--- src/rtl/decode_stage.sv ---
// RV32 decode stage: combinational field/immediate decode of the fetched word,
// registered into a 1- or 2-entry in-order output buffer with flush.
//
// state | meaning
// EMPTY | no buffered entry, out_valid low
// ONE   | head entry valid in e0_q
// TWO   | head in e0_q, second entry in e1_q (DEPTH=2 only)
module decode_stage #(
  parameter int XLEN           = 32,
  parameter int DEPTH          = 2,
  parameter int ZERO_UNUSED_RS = 1
) (
  input  logic            clk,
  input  logic            rst,
  input  logic            flush,
  input  logic            in_valid,
  output logic            in_ready,
  input  logic [31:0]     in_instr,
  input  logic [XLEN-1:0] in_pc,
  output logic            out_valid,
  input  logic            out_ready,
  output logic [6:0]      out_opcode,
  output logic [2:0]      out_func3,
  output logic            out_func7,
  output logic [4:0]      out_rs1,
  output logic [4:0]      out_rs2,
  output logic [4:0]      out_rd,
  output logic [XLEN-1:0] out_imme,
  output logic [XLEN-1:0] out_pc,
  output logic            out_ecall,
  output logic            out_ebreak,
  output logic            out_illegal
);

  localparam logic [6:0] OP_LUI    = 7'b0110111;
  localparam logic [6:0] OP_AUIPC  = 7'b0010111;
  localparam logic [6:0] OP_JAL    = 7'b1101111;
  localparam logic [6:0] OP_JALR   = 7'b1100111;
  localparam logic [6:0] OP_BRANCH = 7'b1100011;
  localparam logic [6:0] OP_LOAD   = 7'b0000011;
  localparam logic [6:0] OP_STORE  = 7'b0100011;
  localparam logic [6:0] OP_OPIMM  = 7'b0010011;
  localparam logic [6:0] OP_OP     = 7'b0110011;
  localparam logic [6:0] OP_SYSTEM = 7'b1110011;

  typedef struct packed {
    logic [6:0]      opcode;
    logic [2:0]      func3;
    logic            func7;
    logic [4:0]      rs1;
    logic [4:0]      rs2;
    logic [4:0]      rd;
    logic [XLEN-1:0] imme;
    logic [XLEN-1:0] pc;
    logic            ecall;
    logic            ebreak;
    logic            illegal;
  } entry_t;

  typedef enum logic [1:0] {EMPTY, ONE, TWO} state_t;

  state_t             state_q, state_d;
  entry_t             e0_q, e0_d, e1_q, e1_d;
  entry_t             dec;
  logic signed [31:0] imm32;
  logic               no_rs1, no_rs2;
  logic               has_room, push, pop;

  always_comb begin
    dec         = '0;
    imm32       = '0;
    no_rs1      = 1'b0;
    no_rs2      = 1'b0;
    dec.opcode  = in_instr[6:0];
    dec.func3   = in_instr[14:12];
    dec.func7   = in_instr[30];
    dec.rs1     = in_instr[19:15];
    dec.rs2     = in_instr[24:20];
    dec.rd      = in_instr[11:7];
    dec.pc      = in_pc;
    dec.ecall   = (in_instr == 32'h00000073);
    dec.ebreak  = (in_instr == 32'h00100073);
    unique case (in_instr[6:0])
      OP_LUI, OP_AUIPC: begin
        imm32  = {in_instr[31:12], 12'b0};
        no_rs1 = 1'b1;
        no_rs2 = 1'b1;
      end
      OP_JAL: begin
        imm32  = {{12{in_instr[31]}}, in_instr[19:12], in_instr[20], in_instr[30:21], 1'b0};
        no_rs1 = 1'b1;
        no_rs2 = 1'b1;
      end
      OP_JALR, OP_LOAD, OP_OPIMM, OP_SYSTEM: begin
        imm32  = {{20{in_instr[31]}}, in_instr[31:20]};
        no_rs2 = 1'b1;
      end
      OP_BRANCH: imm32 = {{20{in_instr[31]}}, in_instr[7], in_instr[30:25], in_instr[11:8], 1'b0};
      OP_STORE:  imm32 = {{20{in_instr[31]}}, in_instr[31:25], in_instr[11:7]};
      OP_OP:     imm32 = '0;
      default:   dec.illegal = 1'b1;
    endcase
    if (in_instr[1:0] != 2'b11) dec.illegal = 1'b1;
    if (ZERO_UNUSED_RS != 0 && no_rs1) dec.rs1 = '0;
    if (ZERO_UNUSED_RS != 0 && no_rs2) dec.rs2 = '0;
    // signed cast widens by replicating instr[31]
    dec.imme = XLEN'(imm32);
  end

  assign has_room  = (DEPTH == 1) ? (state_q == EMPTY) : (state_q != TWO);
  assign in_ready  = !rst && (flush || has_room || out_ready);
  assign out_valid = (state_q != EMPTY);
  assign push      = in_valid && in_ready && !flush;
  assign pop       = out_valid && out_ready;

  always_comb begin
    state_d = state_q;
    e0_d    = e0_q;
    e1_d    = e1_q;
    if (flush) begin
      state_d = EMPTY;
    end else begin
      unique case (state_q)
        EMPTY: if (push) begin
          e0_d    = dec;
          state_d = ONE;
        end
        ONE: begin
          if (push && pop) begin
            e0_d = dec;
          end else if (push) begin
            e1_d    = dec;
            state_d = TWO;
          end else if (pop) begin
            state_d = EMPTY;
          end
        end
        TWO: begin
          if (push && pop) begin
            e0_d = e1_q;
            e1_d = dec;
          end else if (pop) begin
            e0_d    = e1_q;
            state_d = ONE;
          end
        end
        default: state_d = EMPTY;
      endcase
    end
  end

  always_ff @(posedge clk) begin
    if (rst) begin
      state_q <= EMPTY;
      e0_q    <= '0;
      e1_q    <= '0;
    end else begin
      state_q <= state_d;
      e0_q    <= e0_d;
      e1_q    <= e1_d;
    end
  end

  assign out_opcode  = e0_q.opcode;
  assign out_func3   = e0_q.func3;
  assign out_func7   = e0_q.func7;
  assign out_rs1     = e0_q.rs1;
  assign out_rs2     = e0_q.rs2;
  assign out_rd      = e0_q.rd;
  assign out_imme    = e0_q.imme;
  assign out_pc      = e0_q.pc;
  assign out_ecall   = e0_q.ecall;
  assign out_ebreak  = e0_q.ebreak;
  assign out_illegal = e0_q.illegal;

endmodule

--- config.mk ---
export PLATFORM = sky130hd
export DESIGN_NAME = decode_stage
export DESIGN_NICKNAME = d
export VERILOG_FILES = /design/src/rtl/decode_stage.sv
export SDC_FILE = /design/constraint.sdc
export NUM_CORES = 1
export LEC_CHECK = 0
export BUFFER_PORTS_ARGS = -buffer_cell sky130_fd_sc_hd__buf_2
export CORE_UTILIZATION = 50
export DETAILED_ROUTE_END_ITERATION = 8
export PLACE_DENSITY = 0.77
export SYNTH_ARGS = -nofsm -noshare
export SYNTH_HDL_FRONTEND = slang
export SYNTH_SLANG_ARGS = --single-unit
--- constraint.sdc ---
create_clock -name clk -period 1.7 [get_ports clk]
set_input_delay 0.17 -clock clk [delete_from_list [all_inputs] [get_ports clk]]
set_output_delay 0.17 -clock clk [all_outputs]
set_load 0.05 [all_outputs]
=== Word-level counts from Yosys, hierarchy flattened ===
Cells that the tools add are included.

* Bits in registers: 188
* Bits of input ports: 69
* Word-level logic and storage cells: 92

* Eq/ne operators: 25
* Muxes and demuxes: 21
* Bitwise logic cells: 1
* Reduce and logical (&&, ||, !) cells: 22

{| class="wikitable"
|+ Operators by type and width
! operator !! count
|-
| 93-bit 2-to-1 mux || 5
|-
| 93-bit case mux with 3 select lines || 1
|-
| 93-bit case mux with 2 select lines || 1
|-
| 32-bit case mux with 5 select lines || 1
|-
| 32-bit by 21-bit equality test with 1-bit output, second input constant || 1
|-
| 32-bit by 7-bit equality test with 1-bit output, second input constant || 1
|-
| 7-bit equality test, second input constant || 4
|-
| 7-bit by 6-bit equality test with 1-bit output, second input constant || 3
|-
| 2-bit != test, second input constant || 9
|-
| 5-bit AND reduction || 3
|-
| 7-bit by 5-bit equality test with 1-bit output, second input constant || 2
|-
| 2-bit 2-to-1 mux || 6
|-
| 5-bit 2-to-1 mux || 2
|-
| 10-bit OR reduction || 1
|-
| 7-bit by 2-bit equality test with 1-bit output, second input constant || 1
|-
| 7-bit OR reduction || 1
|-
| 3-bit != test, second input constant || 2
|-
| 2-bit case mux with 3 select lines || 1
|-
| 1-bit logical AND || 5
|-
| 1-bit 2-to-1 mux || 4
|-
| 2-bit nonzero test || 2
|-
| 2-bit OR reduction || 2
|-
| 4-bit OR reduction || 1
|-
| 3-bit nonzero test || 1
|-
| 7 further kinds || 9
|}

=== Depth between registers and ports, before layout ===
* Word-level depth: 9
* Depth in mapped cells: 8
* Gate-level depth less buffers: 5

=== Least setup slack after synthesis ===
Ideal clock, no wire load.

* Kind: flip-flop to output port
* From: register state_q[1]
* To: output in_ready
* Arrival time: 1.790 ns
* Data required time: 1.530 ns
* Path slack: -0.260 ns
* Stages on the path, launching flop included: 6
* Cells stage by stage: dfxtp_1 > nor2b_1 > buf_4 > clkbuf_1 > clkbuf_1 > a21oi_1

* Longest elaborated chain between the ends: 4

{| class="wikitable"
|+ Ends and longest elaborated chain
! item !! RTL line !! source
|-
| start: declaration || 62 || <nowiki>state_t state_q, state_d;</nowiki>
|-
| start signal: assignment || 158 || <nowiki>state_q <= state_d;</nowiki>
|-
| 2-bit != test || 110 || <nowiki>assign has_room = (DEPTH == 1) ? (state_q == EMPTY) : (state_q != TWO);</nowiki>
|-
| 1-bit logical OR (2 in series) || 111 || <nowiki>assign in_ready = !rst && (flush || has_room || out_ready);</nowiki>
|-
| 1-bit logical AND || 111 ||
|-
| end: declaration || 17 || <nowiki>output logic in_ready,</nowiki>
|}

Every way passes these cells.

=== Worst setup path after layout ===
* From: register state_q[1]
* To: register e0_q, in the netlist out_rs2[4]

* Longest elaborated chain between the ends: 9
* Elaborated cells between the ends (all ways): 19
* Those cells by class: 6 x eq/ne; 2 x mux; 11 x reduce/logical

{| class="wikitable"
|+ Ends and longest elaborated chain
! item !! RTL line !! source
|-
| 2-bit != test || 110 ||
|-
| 1-bit logical OR (2 in series) || 111 ||
|-
| 1-bit logical AND || 111 ||
|-
| 1-bit logical AND (2 in series) || 113 || <nowiki>assign push = in_valid && in_ready && !flush;</nowiki>
|-
| 1-bit logical AND || 129, 139 ||
|-
| 3-bit != test (no line) (tied with other cells) || n/a ||
|-
| 5-bit AND reduction (no line) or 93-bit case mux with 3 select lines (tied branches) || n/a ||
|-
| end signal: assignment || 155 || <nowiki>e0_q <= '0;</nowiki>
|-
| end signal: assignment || 159 || <nowiki>e0_q <= e0_d;</nowiki>
|-
| end: declaration || 63 || <nowiki>entry_t e0_q, e0_d, e1_q, e1_d;</nowiki>
|}

Parallel ways exist; a longest one is shown, timed or not.
A chain may end at the register's enable or synchronous reset.

==> results by group <==
Die
  • FP Rows: 46
  • Die H: 130 microns
  • Starting Density: 51.4%
  • Core ar.: 15900 sq um
  • Die area: 16800 sq um
  • Die Wd: 130 microns
  • Top-level I/O count: 164

STA
  • Min setup slack post-route: -0.130 ns
  • Hold Slack: 0.0112 ns
  • Clock Skew: 0.00970 ns
  • Count of pins over their slew limit: 0
  • Slew @ Worst Pin: 0.583 ns
  • TNS Setup: -2.31 ns
  • Fmax: 546 MHz
  • Slew headroom: 61.1%
  • RSZ-0062 raised after global routing: true
  • Final Hold Viols: 0
  • Post-layout min period: 1.83 ns
  • # setup viols final: 53
  • Tcrit/Tclk final: 108%

Routing
  • Final WL: 27.6 mm
  • Antenna viol nets, final: 0
  • Remaining DRCs: 0
  • DR vias: 8564
  • Initial drt markers: 985
  • Drt via density: 5.87
  • DR WL/cell: 18.9 microns
  • Router iterations before antenna repair: 6

Global route
  • Global Route Usage Sum: 30.4%
  • Global-route wire length before repair: 39.6 mm
  • Grt ovf: 0
  • Vias in the first global route: 7732
  • Antenna violations before repair: 0
  • Largest net degree at the start of global routing: 111

Pwr
  • PD cells: 877 nW/um^2
  • Worst vdd ir: 0.669 mV
  • Tot Pwr: 9.99 mW
  • Leakage power: 4.58 nW

Synthesis
  • Flip-flop and latch count after synthesis: 188
  • Largest family of logic cells by synthesized area: simple AND/OR/NAND/NOR gates
  • Yosys warnings: 0
  • Fraction of synthesized area in multiplexers: 2.45%
  • Syn Area/Cell: 8.25 sq um
  • Netlist cell types: 57
  • Compound-Gate Fraction of Synth Area: 19.6%
  • Syn Inst Count: 989
  • Synth Area in Adders: 0%
  • Simple-Gate Fraction of Synth Area: 26.2%
  • Number of synthesized flops with an enable pin: 0
  • Seq/Total Area, Yosys: 46.1%
  • Synthesized Nets: 1058
  • Synthesized area: 8160 sq um
  • Synth Flop Type: dfxtp_1
  • Async SR Flop Fraction: 0%
  • Post-synthesis xor/xnor area fraction: 0.107%

Clock network
  • Worst-skew pair later-pin latency: 0.44 ns
  • CTS tree: built
  • CTS clk-pin slew, worst paths: 0.07 ns
  • Clk sinks: 188
  • Root buf cell: clkbuf_16
  • H-Tree Depth: 4
  • Deepest clock path buffer count: 2
  • Total CTS buffers: 17

Final layout
  • Share of post-route cells with drive strength above 1: 29.8%
  • Layout net count: 1300
  • P&R area growth vs syn: 39.6%
  • N_diodes: 0
  • Fin area: 11400 sq um

Setup path
  • Critical path startpoint category: flop
  • Setup crit end kind: flop
  • Worst-path fanout max: 17
  • Setup CP Type: flop to flop
  • Reg2reg end: out_rs2[4]
  • Reg2reg start: state_q[1]
  • Register-to-Register Path Depth: 9
  • Req. time, crit path: 2.01 ns
  • Worst path arrival time: 2.14 ns
  • Worst R2R Setup Slack: -0.13 ns

Placement
  • Pre-CTS setup slack: -0.0990 ns
  • DP Area: 9720 sq um
  • I/O Buffers: 163
  • GP Congestion: 0.844
  • Detailed Place HPWL: 15.6 mm

Worst hold path
  • Worst hold path type: primary input to flop
  • Hold path depth: 3
  • Hold_sp: in_pc[13]
  • Endpoint, Worst Hold: e1_q[16]

Status
  • Status: finished, violations left
  • Failing checks: setup timing

Job
  • Max Cap Viol: 0
-- state kept, by name (all words and copies together) (netlist names) --
register	count
out_pc	32
out_imme	32
out_ecall	1
out_opcode	7
out_ebreak	1
e1_q	93
out_func3	3
out_rs2	5
out_rd	5
state_q	2
out_func7	1
out_rs1	5
out_illegal	1
-- where the power goes --
| group | internal [mW] | total [mW] | switching (mW) | leakage, nW |
|---|---|---|---|---|
| clock | 2.20 | 3.98 | 1.79 | 0.288 |
| sequential | 4.51 | 4.58 | 0.0683 | 1.52 |
| combinational | 0.522 | 1.43 | 0.905 | 2.77 |
-- worst max-delay path by stage --
stage	from	endpoint	slack, ns	depth (start not counted)
final	state_q[1]	out_rs2[4]	-0.13	9
after global routing	state_q[1]	out_rs2[4]	-0.18	9
after CTS	state_q[1]	e1_q[31]	-0.03	7
after detailed placement	in_instr[2]	e1_q[1]	-0.1	7
after global placement	in_instr[2]	e1_q[1]	-0.08	7
after floorplan	state_q[1]	in_ready	0.0003	5
-- Yosys cell counts, types with 11 or more instances --
library cell | instances | share of area (%)
nand2_1 | 237 | 11
dfxtp_1 | 188 | 46
nor2_1 | 97 | 4.5
a21oi_1 | 75 | 4.6
a311oi_1 | 50 | 5.4
clkbuf_1 | 45 | 2.1
a211oi_1 | 32 | 2.9
buf_2 | 28 | 1.7
mux2i_1 | 20 | 2.5
nand3_1 | 20 | 1.2
nor3_1 | 16 | 0.98
nand2b_1 | 14 | 1.1
and2_1 | 12 | 0.92
nand3b_1 | 12 | 1.1
nand4_1 | 11 | 0.84
-- cell usage in the layout (no fill, tap or decap), types with 7 or more instances in the layout --
master	synthesis	final
nor4_1	9	9
nor2_2	0	8
nand4_1	11	11
nand3_1	20	18
nand4b_1	9	9
a21oi_1	75	73
buf_2	28	161
buf_4	9	77
o21ai_0	7	7
mux2i_1	20	18
and2_1	12	11
a211oi_2	5	10
buf_16	0	7
nor3_1	16	15
nand2b_1	14	12
a211oi_1	32	27
nand2_1	237	234
nand3b_1	12	12
o22ai_1	8	8
nor2_1	97	84
nor3b_1	8	7
dfxtp_1	188	186
clkbuf_16	0	25
dlygate4sd3_1	0	27
buf_12	0	19
a311oi_1	50	47
-- through the flow --
step	utilization, %	std cells
2_1_floorplan	-	989
3_3_place_gp	61.2	1368
3_5_place_dp	61.2	1368
4_1_cts	68.4	1439
5_1_grt	71.7	1460
6_report	71.7	1460
-- critical path, cell delays in order (launching register included) --
cell and delay (ns):
dfxtp_2 0.35, and2b_1 0.19, nand3b_1 0.17, a21oi_4 0.09, buf_12 0.14, buf_12 0.14
buf_16 0.16, buf_4 0.14, o21ai_0 0.19, o22ai_1 0.12
-- area by class of cell --
class                   count  area, sq um
multi-input cells         709         4170
clock inverters            11          110
clock buffers              21          480
fillers                  1182         4490
inverters                   6         22.5
flip-flops and latches    188         3770
repair buffers            309         2580
well taps                 216          270
-- metal layers --
layer	track usage (%)	vias to the layer above	part of all wire [%]
li1	-	3989	-
met1	40.6	4045	41
met2	49.0	455	47
met3	6.48	75	9.5
met4	10.3	0	2.5
met5	0	-	0
-- cell families after synthesis --
family          Yosys count
simple gates            468
buf+inv                  93
flops                   188
mux                      20
compound gates          219
xor+xnor                  1
-- repair_timing --
| action | CTS | global route |
|---|---|---|
| setup endpoints to repair | 113 | 163 |
| pin swaps | 3 | 37 |
| gates resized for setup | 16 | 49 |
| buffers inserted | 6 | 12 |
| hold buffers | 27 | 0 |
| hold endpoints to repair | 28 | 0 |
| gates cloned | 6 | 10 |
Power figures use the tool's default switching activity.
